File: config.mk
export PLATFORM = sky130hd
export DESIGN_NAME = fetch_ctrl_flat
export DESIGN_NICKNAME = d
export VERILOG_FILES = /design/src/rtl/cpu_types_pkg.sv /design/src/rtl/pc_if.sv /design/src/rtl/fetch_ctrl_redirect_buf.sv /design/src/rtl/fetch_ctrl.sv /design/src/flat_wrapper.sv
export SDC_FILE = /design/constraint.sdc
export NUM_CORES = 1
export LEC_CHECK = 0
export ABC_AREA = 1
export BUFFER_PORTS_ARGS = -buffer_cell sky130_fd_sc_hd__buf_2
export CAP_MARGIN = 30
export CORE_MARGIN = 3
export CORE_UTILIZATION = 43
export CTS_CLUSTER_SIZE = 10
export DETAILED_ROUTE_END_ITERATION = 7
export PLACE_DENSITY = 0.81
export SLEW_MARGIN = 20
export SYNTH_ARGS = -nofsm -noshare
export SYNTH_HDL_FRONTEND = slang
export SYNTH_SLANG_ARGS = --single-unit
File: constraint.sdc
create_clock -name CLK -period 1.8 [get_ports CLK]
set_input_delay 0.36 -clock CLK [delete_from_list [all_inputs] [get_ports CLK]]
set_output_delay 0.36 -clock CLK [all_outputs]
set_load 0.02 [all_outputs]
File: src/rtl/cpu_types_pkg.sv
`default_nettype none
// ============================================================================
// Module   : cpu_types_pkg
// Brief    : Shared CPU types: word, fetch states, pcsrc and redirect kinds.
// Revision : 1.0 - initial release
// ============================================================================
package cpu_types_pkg;

    typedef logic [31:0] word_t;

    typedef enum logic [1:0] {
        RUN    = 2'd0,
        HOLD   = 2'd1,
        HALTED = 2'd2
    } fetch_state_t;

    typedef enum logic [1:0] {
        PCSRC_PC4  = 2'd0,
        PCSRC_BR   = 2'd1,
        PCSRC_JR   = 2'd2,
        PCSRC_JIMM = 2'd3
    } pcsrc_t;

    typedef enum logic [1:0] {
        KIND_BR   = 2'd0,
        KIND_JR   = 2'd1,
        KIND_J    = 2'd2,
        KIND_RSVD = 2'd3
    } rd_kind_t;

    typedef struct packed {
        logic [1:0]  kind;
        logic        beq;
        logic        zero;
        word_t       immedEXT;
        word_t       rdat1;
        logic [15:0] immed;
        word_t       pc4;
    } redirect_t;

    function automatic logic [1:0] kind_to_pcsrc(input logic [1:0] kind);
        logic [1:0] sel;
        case (kind)
            KIND_BR: sel = PCSRC_BR;
            KIND_JR: sel = PCSRC_JR;
            KIND_J:  sel = PCSRC_JIMM;
            default: sel = PCSRC_PC4;
        endcase
        return sel;
    endfunction

endpackage
`default_nettype wire

File: src/rtl/pc_if.sv
`default_nettype none
// ============================================================================
// Module   : pc_if
// Brief    : Input side of the PC register; fetch control drives it via tb.
// Revision : 1.0 - initial release
// ============================================================================
interface pc_if;
    import cpu_types_pkg::*;

    logic        pcenable;
    logic [1:0]  pcsrc;
    logic        branch;
    logic        BEQ;
    logic        zero_f;
    word_t       immedEXT;
    word_t       rdat1;
    logic [15:0] immed;
    word_t       branch_pc4;

    modport pc (
        input pcenable, pcsrc, branch, BEQ, zero_f,
              immedEXT, rdat1, immed, branch_pc4
    );

    modport tb (
        output pcenable, pcsrc, branch, BEQ, zero_f,
               immedEXT, rdat1, immed, branch_pc4
    );
endinterface
`default_nettype wire

File: src/rtl/fetch_ctrl_redirect_buf.sv
`default_nettype none
// ============================================================================
// Module   : redirect_buf
// Brief    : Holds the operands of the most recent redirect seen in RUN.
// Revision : 1.0 - initial release
// ============================================================================
module redirect_buf
    import cpu_types_pkg::*;
(
    input  logic      CLK,
    input  logic      nRST,
    input  logic      load,
    input  redirect_t d,
    output redirect_t q
);

    redirect_t r_q;

    always_ff @(posedge CLK or negedge nRST) begin
        if (!nRST) begin
            r_q <= '0;
        end else if (load) begin
            r_q <= d;
        end
    end

    assign q = r_q;

endmodule
`default_nettype wire

File: src/rtl/fetch_ctrl.sv
`default_nettype none
// ============================================================================
// Module   : fetch_ctrl
// Brief    : Fetch FSM: applies or defers EX redirects, handles stall/halt.
// Revision : 1.0 - initial release
// ============================================================================
module fetch_ctrl
    import cpu_types_pkg::*;
(
    input  logic        CLK,
    input  logic        nRST,
    input  logic        ihit,
    input  logic        stall,
    input  logic        halt,
    input  logic        rd_valid,
    input  logic [1:0]  rd_kind,
    input  logic        rd_beq,
    input  logic        rd_zero,
    input  word_t       rd_immedEXT,
    input  word_t       rd_rdat1,
    input  logic [15:0] rd_immed,
    input  word_t       rd_pc4,
    input  word_t       pcout,
    pc_if.tb            pcif,
    output logic        iREN,
    output word_t       imemaddr,
    output logic        flush,
    output logic        halted
);

    fetch_state_t r_state;
    fetch_state_t w_next;

    redirect_t w_live;
    redirect_t w_held;
    redirect_t w_ops;
    logic      w_redirect;
    logic      w_buf_load;
    logic      w_pcenable;
    logic      w_flush;
    logic      w_branch;
    logic [1:0] w_pcsrc;

    always_comb begin
        w_live          = '0;
        w_live.kind     = rd_kind;
        w_live.beq      = rd_beq;
        w_live.zero     = rd_zero;
        w_live.immedEXT = rd_immedEXT;
        w_live.rdat1    = rd_rdat1;
        w_live.immed    = rd_immed;
        w_live.pc4      = rd_pc4;
    end

    // The reserved kind never redirects.
    assign w_redirect = rd_valid && (rd_kind != KIND_RSVD);

    // Loading on every RUN redirect also keeps the operands stable afterwards.
    assign w_buf_load = (r_state == RUN) && w_redirect && !halt;

    redirect_buf u_buf (
        .CLK  (CLK),
        .nRST (nRST),
        .load (w_buf_load),
        .d    (w_live),
        .q    (w_held)
    );

    always_ff @(posedge CLK or negedge nRST) begin
        if (!nRST) begin
            r_state <= RUN;
        end else begin
            r_state <= w_next;
        end
    end

    always_comb begin
        w_next = r_state;
        case (r_state)
            RUN: begin
                if (halt) begin
                    w_next = HALTED;
                end else if (w_redirect && !ihit) begin
                    w_next = HOLD;
                end
            end
            HOLD: begin
                if (halt) begin
                    w_next = HALTED;
                end else if (ihit) begin
                    w_next = RUN;
                end
            end
            HALTED:  w_next = HALTED;
            default: w_next = RUN;
        endcase
    end

    always_comb begin
        w_pcenable = 1'b0;
        w_flush    = 1'b0;
        w_branch   = 1'b0;
        w_pcsrc    = PCSRC_PC4;
        w_ops      = w_held;
        case (r_state)
            RUN: begin
                if (!halt) begin
                    if (w_redirect) begin
                        w_ops = w_live;
                        if (ihit) begin
                            w_pcenable = 1'b1;
                            w_flush    = 1'b1;
                            w_pcsrc    = kind_to_pcsrc(rd_kind);
                            w_branch   = (rd_kind == KIND_BR);
                        end
                    end else begin
                        w_pcenable = ihit && !stall;
                    end
                end
            end
            HOLD: begin
                if (!halt) begin
                    w_pcsrc  = kind_to_pcsrc(w_held.kind);
                    w_branch = (w_held.kind == KIND_BR);
                    if (ihit) begin
                        w_pcenable = 1'b1;
                        w_flush    = 1'b1;
                    end
                end
            end
            default: begin
            end
        endcase
        // Reset must silence the PC controls immediately, not at the next edge.
        if (!nRST) begin
            w_pcenable = 1'b0;
            w_flush    = 1'b0;
            w_branch   = 1'b0;
            w_pcsrc    = PCSRC_PC4;
            w_ops      = w_held;
        end
    end

    assign pcif.pcenable   = w_pcenable;
    assign pcif.pcsrc      = w_pcsrc;
    assign pcif.branch     = w_branch;
    assign pcif.BEQ        = w_ops.beq;
    assign pcif.zero_f     = w_ops.zero;
    assign pcif.immedEXT   = w_ops.immedEXT;
    assign pcif.rdat1      = w_ops.rdat1;
    assign pcif.immed      = w_ops.immed;
    assign pcif.branch_pc4 = w_ops.pc4;

    assign flush    = w_flush;
    assign halted   = (r_state == HALTED);
    assign iREN     = (r_state != HALTED);
    assign imemaddr = pcout;

endmodule
`default_nettype wire
File: src/flat_wrapper.sv
// flat-port wrapper written by rule: the top's interface ports become plain ports
module fetch_ctrl_flat import cpu_types_pkg::*;
  (CLK, nRST, ihit, stall, halt, rd_valid, rd_kind, rd_beq, rd_zero, rd_immedEXT, rd_rdat1, rd_immed, rd_pc4, pcout, iREN, imemaddr, flush, halted, pcif_pcenable, pcif_pcsrc, pcif_branch, pcif_BEQ, pcif_zero_f, pcif_immedEXT, pcif_rdat1, pcif_immed, pcif_branch_pc4);
  pc_if pcif_i ();
  input  logic CLK;
  input  logic nRST;
  input  logic ihit;
  input  logic stall;
  input  logic halt;
  input  logic rd_valid;
  input  logic [1:0] rd_kind;
  input  logic rd_beq;
  input  logic rd_zero;
  input  word_t rd_immedEXT;
  input  word_t rd_rdat1;
  input  logic [15:0] rd_immed;
  input  word_t rd_pc4;
  input  word_t pcout;
  output logic iREN;
  output word_t imemaddr;
  output logic flush;
  output logic halted;
  output wire logic [$bits(pcif_i.pcenable)-1:0] pcif_pcenable;
  output wire logic [$bits(pcif_i.pcsrc)-1:0] pcif_pcsrc;
  output wire logic [$bits(pcif_i.branch)-1:0] pcif_branch;
  output wire logic [$bits(pcif_i.BEQ)-1:0] pcif_BEQ;
  output wire logic [$bits(pcif_i.zero_f)-1:0] pcif_zero_f;
  output wire logic [$bits(pcif_i.immedEXT)-1:0] pcif_immedEXT;
  output wire logic [$bits(pcif_i.rdat1)-1:0] pcif_rdat1;
  output wire logic [$bits(pcif_i.immed)-1:0] pcif_immed;
  output wire logic [$bits(pcif_i.branch_pc4)-1:0] pcif_branch_pc4;
  assign pcif_pcenable = pcif_i.pcenable;
  assign pcif_pcsrc = pcif_i.pcsrc;
  assign pcif_branch = pcif_i.branch;
  assign pcif_BEQ = pcif_i.BEQ;
  assign pcif_zero_f = pcif_i.zero_f;
  assign pcif_immedEXT = pcif_i.immedEXT;
  assign pcif_rdat1 = pcif_i.rdat1;
  assign pcif_immed = pcif_i.immed;
  assign pcif_branch_pc4 = pcif_i.branch_pc4;
  fetch_ctrl u_core (.CLK(CLK), .nRST(nRST), .ihit(ihit), .stall(stall), .halt(halt), .rd_valid(rd_valid), .rd_kind(rd_kind), .rd_beq(rd_beq), .rd_zero(rd_zero), .rd_immedEXT(rd_immedEXT), .rd_rdat1(rd_rdat1), .rd_immed(rd_immed), .rd_pc4(rd_pc4), .pcout(pcout), .pcif(pcif_i), .iREN(iREN), .imemaddr(imemaddr), .flush(flush), .halted(halted));
endmodule
# After elaboration in Yosys (flattened, before gate mapping)

Index checks and enable logic that the tools add are counted.

Register bits after elaboration: 118
Latch bits: 0
Bits in writable memories: 0
ROM bits: 0
Output and inout bits: 153
Memories kept: 0

$add $sub $neg: 0
Multiply operators: 0
Div/mod/pow operators: 0
Magnitude comparators: 0
Equality and inequality tests: 10
Shift operators: 0
Multiplexer cells: 33
Bitwise logic cells: 0
Reduce and logical (&&, ||, !) cells: 12

Operators by type and width:

| operator                                             | number |
|---|---|
| 2-to-1 mux 114 bit                                   | 4 |
| 2-to-1 mux 2 bit                                     | 9 |
| one-hot mux 2 bit (3 select lines)                   | 3 |
| 2-to-1 mux 1 bit                                     | 13 |
| equality test 2 x 1 -> 1 bit (second input constant) | 3 |
| equality test 2 bit (second input constant)          | 3 |
| logical NOT 2 bit                                    | 3 |
| inequality test 3 bit (second input constant)        | 2 |
| one-hot mux 1 bit (2 select lines)                   | 3 |
| logical AND 1 bit                                    | 5 |
| inequality test 2 bit (second input constant)        | 2 |
| one-hot mux 2 bit (2 select lines)                   | 1 |
| logical NOT 1 bit                                    | 3 |
| AND reduction 2 bit                                  | 1 |

# Logic depth before layout (Yosys ltp)

Word-level depth: 7
Gate-level depth with buffers: 9
Gate-level depth less buffers: 7

# Cells and area by module

A second synthesis with hierarchy kept.

Cell total of the unflattened synthesis: 934
Area, all modules: 6357.3 um^2

Modules (own cells, without submodules):

| module       | instances | cells an instance | area each (um^2) | seq. area each (um^2) |
|---|---|---|---|---|
| redirect_buf | 1         | 490               | 4386.7           | 2902.8 |
| fetch_ctrl   | 1         | 444               | 1970.6           | 50.0 |

# Worst setup path after synthesis

No wires, ideal clock.

Kind: input -> output
Start: in rd_kind[0]
End: out pcif_branch
Arrival time: 1.533 ns
Required time: 1.440 ns
Path slack: -0.093 ns
Cell stages on the path: 7
Path buffers: 1
Path through: ha_1 -> inv_1 -> nand2_2 -> clkbuf_1 -> nor2_1 -> nand3_1 -> a21oi_1

Longest elaborated chain between the ends: 6
Elaborated cells on any way between the ends: 8
Classes of those cells: eq/ne: 1; mux: 5; reduce/logical: 2

RTL lines:

| what                                                              | line                                | text |
|---|---|---|
| start, declared                                                   | flat_wrapper.sv:11                  | `input logic [1:0] rd_kind;` |
| logical NOT 2 bit / inequality test 2 bit (equally long branches) | fetch_ctrl.sv:114, fetch_ctrl.sv:56 |  |
| 2-to-1 mux 1 bit / logical AND 1 bit (equally long branches)      | fetch_ctrl.sv:110, fetch_ctrl.sv:56 |  |
| 2-to-1 mux 1 bit (*)                                              | fetch_ctrl.sv:108                   | `if (w_redirect) begin` |
| 2-to-1 mux 1 bit (*)                                              | fetch_ctrl.sv:107                   | `if (!halt) begin` |
| one-hot mux 1 bit (2 select lines) (*)                            | fetch_ctrl.sv:105                   | `case (r_state)` |
| 2-to-1 mux 1 bit (*)                                              | fetch_ctrl.sv:135                   | `if (!nRST) begin` |
| end, declared                                                     | flat_wrapper.sv:25                  | `output wire logic [$bits(pcif_i.branch)-1:0] pcif_branch;` |

Mark *: on every way between the ends. The rest lies on a longest branch, timed or not.

# Final worst setup path

Start: reg u_core.r_state[0]
End: out pcif_branch_pc4[30]

Longest elaborated chain between the ends: 3

RTL lines:

| what                   | line               | text |
|---|---|---|
| start, declared        | fetch_ctrl.sv:31   | `fetch_state_t r_state;` |
| start signal, assigned | fetch_ctrl.sv:73   | `r_state <= w_next;` |
| logical NOT 2 bit      | fetch_ctrl.sv:105  |  |
| 2-to-1 mux 114 bit     | fetch_ctrl.sv:105  |  |
| 2-to-1 mux 114 bit     | fetch_ctrl.sv:135  |  |
| end, declared          | flat_wrapper.sv:31 | `output wire logic [$bits(pcif_i.branch_pc4)-1:0] pcif_branch_pc4;` |

Every way passes these cells.

==> impl_metrics.py <==
metrics = {
    "setup_path": {
        "cp.required_ns": 1.44,
        "cp.buffers_inverters": 4,
        "crit_path_start_kind": "flop",
        "cp_cell_sequence": "inv_2, nand3_4, nor2_4, buf_12, nand2_8, clkbuf_16, nand2_1, nand2_2, buf_2",
        "slowest_stage": "dfrtp_1",
        "max_stage_delay_ns": 0.39,
        "crit_type": "flop to output port",
        "endpoint_kind": "output port",
        "crit_fanout": 20,
        "cp_top_family": "buffers and inverters",
        "cp.arrival_ns": 1.86,
    },
    "yosys": {
        "synth_top_family_by_area": "simple AND/OR/NAND/NOR gates",
        "ys_seq_elements": 118,
        "avgSynthCellArea_sq_um": 6.97,
        "synthMuxAreaShare": 0,
        "synthAdderAreaFrac": 0.00937,
        "ys_warn_count": 0,
        "ys_seq_area_frac": 0.442,
        "synth_area_sq_um": 6680,
        "synth_cell_type_count": 23,
        "yosys.area_share.xor_xnor": 0,
        "syn_nets": 1117,
        "synth_compound_area_frac": 0.0950,
        "synth-simple-area-share": 0.359,
        "synth_cells": 958,
    },
    "cells_and_area": {
        "utilization": 0.653,
        "syn2layout_area_growth_pct": 45.4,
        "drive_gt1_frac": 0.379,
        "multi_input_area_sq_um": 3480,
        "fillerInstances": 1191,
        "instances_no_fill": 1371,
        "nets": 1334,
        "diodes": 0,
        "regArea_sq_um": 2950,
    },
    "sta": {
        "hold_viol": 0,
        "fin_crit_ns": 2.22,
        "fin_crit_sh": 1.23,
        "tightestPinTransition_ns": 0.567,
        "fin_ws_ns": -0.420,
        "max_slew_margin": 0.622,
        "clock-skew-final_ns": 0.00949,
        "slew_viol_final": 0,
        "rsz0062_at_grt": "true",
        "hold_ws_ns": 0.00364,
        "fmax_ghz": 0.450,
        "setup_violations": 119,
        "final.setup.tns_ns": -45.77,
    },
    "pwr": {
        "power_density_nw_per_um2": 1680,
        "leakage_uw": 0.00516,
        "total_power_uw": 16300,
        "ir_drop_v": 0.00100,
    },
    "clock_network": {
        "cts_buffers": 17,
        "cts_buffer_depth": 2,
        "clk-insertion-delay-late_ns": 0.41,
        "cts_tree": "yes",
        "cts_max_level": 4,
        "cts_sinks": 118,
        "clk_pin_slew_ns": 0.05,
        "cts-root-buf": "clkbuf_16",
    },
    "floorplan": {
        "core.rowCount": 44,
        "die_x_um": 131,
        "core_area_sq_um": 14900,
        "dieArea_sq_um": 17100,
        "pin_count": 307,
        "initial_core_util": 0.449,
        "fp.dieH_um": 131,
    },
    "route": {
        "postRouteAntennaNets": 0,
        "first_pass_iters": 6,
        "vias": 7260,
        "vias_per_cell": 5.30,
        "wl_per_cell_um": 15.3,
        "wirelength_um": 21000,
        "drt_iter0_drc": 409,
        "post-route-drc-count": 0,
    },
    "grt": {
        "grt_pass1_wl_um": 31800,
        "grt_pass1_vias": 6551,
        "grt_max_degree": 75,
        "antenna_found_initial": 1,
        "grt_use_total": 0.231,
        "grt_overflow": 0,
    },
    "placed_design": {
        "hpwl_um": 13000,
        "gp_congestion": 0.842,
        "place_inst": 1323,
        "port-buffer-count": 242,
    },
    "run": {
        "cap_violations": 0,
    },
    "run_status": {
        "violations": "negative setup slack",
        "status": "finished with violations",
    },
    "worst_hold_path": {
        "hp-class": "input port to asynchronous set/reset pin",
    },
}
where the power goes:
group	internal (uW)	switching, uW	total [uW]
clock network	2450	1170	3610
registers	3970	654	4620
logic	3230	4830	8060
total	9650	6650	16300
layout by cell type, fill, tap and decap left out, types with 9 or more instances in the layout:
| master | netlist | final |
|---|---|---|
| nand3_2 | 0 | 12 |
| nand3_1 | 118 | 106 |
| o21ai_0 | 108 | 108 |
| buf_4 | 41 | 90 |
| inv_1 | 9 | 9 |
| dfrtp_1 | 118 | 118 |
| buf_6 | 0 | 27 |
| buf_12 | 0 | 10 |
| nand2_2 | 2 | 87 |
| buf_2 | 24 | 160 |
| clkbuf_16 | 0 | 19 |
| o21ai_1 | 9 | 9 |
| nand2_1 | 464 | 375 |
synthesized netlist by cell type:
cell	instances	area (sq um)
a211oi_1	1	7.51
dfrtp_1	118	2950
inv_1	9	33.8
nand3_1	118	591
buf_4	41	308
nand2_1	464	1740
nor3_1	1	5.00
a21oi_1	4	20.0
buf_2	24	120
ha_1	5	62.6
nor2_1	4	15.0
nand3_4	1	17.5
buf_1	1	3.75
o21ai_1	9	45.0
clkbuf_1	40	150
o211ai_1	1	7.51
o21bai_1	1	7.51
a31oi_1	1	6.26
or2_2	1	6.26
inv_2	3	11.3
nor2_4	1	11.3
o21ai_0	108	541
nand2_2	2	12.5
logic make-up after synthesis:
group	after synthesis
adder cells (fa/ha/maj)	5
AND/OR/NAND/NOR	592
buffers and inverters	118
AO/OA/AOI/OAI	125
flip-flops	118
stage by stage:
step	setup WS (ns)	area [sq um]
after floorplan	-0.00999	6900
after global placement	-0.258	8250
after detailed placement	-0.260	8270
after CTS	-0.420	9520
after global routing	-0.529	9710
final	-0.420	9710
cell type report:
type	instances	area share
multi-input cells	722	0.359
clock buffers	22	0.0499
clock inverters	9	0.0152
inverters	12	0.00464
flip-flops and latches	118	0.304
well taps	184	0.0237
repair buffers	304	0.244
flip-flops by register name (all words and copies together) (netlist names):
register	cells
u_core.u_buf.q	116
u_core.r_state	2
routing by layer:
layer / GRT usage / wire length, um
met4: 0.0901 / 576
met5: 0 / 13
met2: 0.376 / 10300
met3: 0.0630 / 1680
met1: 0.294 / 8420
what timing repair did:
| item | 4_1_cts | 5_1_grt |
|---|---|---|
| pin swaps | 5 | 4 |
| setup buffers | 8 | 0 |
| endpoints found under the hold margin | 13 | 0 |
| hold buffers | 2 | 0 |
| resized for setup | 122 | 38 |
| endpoints found under the setup margin | 119 | 120 |
| gates cloned | 5 | 2 |
worst paths after layout:
path / from / to / slack, ns / cells past startpoint
worst max-delay path: u_core.r_state[0]$_DFFE_PN0P_ / pcif_branch_pc4[30] / -0.42 / 9
worst min-delay path: nRST / u_core.u_buf.q[7]$_DFFE_PN0P_ / 0.004 / 2
worst max register to register: u_core.r_state[0]$_DFFE_PN0P_ / u_core.u_buf.q[15]$_DFFE_PN0P_ / 0.18 / 6
worst min register to register: u_core.u_buf.q[25]$_DFFE_PN0P_ / u_core.u_buf.q[25]$_DFFE_PN0P_ / 0.48 / 2
max in group asynchronous: nRST / u_core.u_buf.q[84]$_DFFE_PN0P_ / 0.83 / 3
min in group CLK: rd_immed[6] / u_core.u_buf.q[38]$_DFFE_PN0P_ / 0.17 / 3
Power figures use the tool's default switching activity.
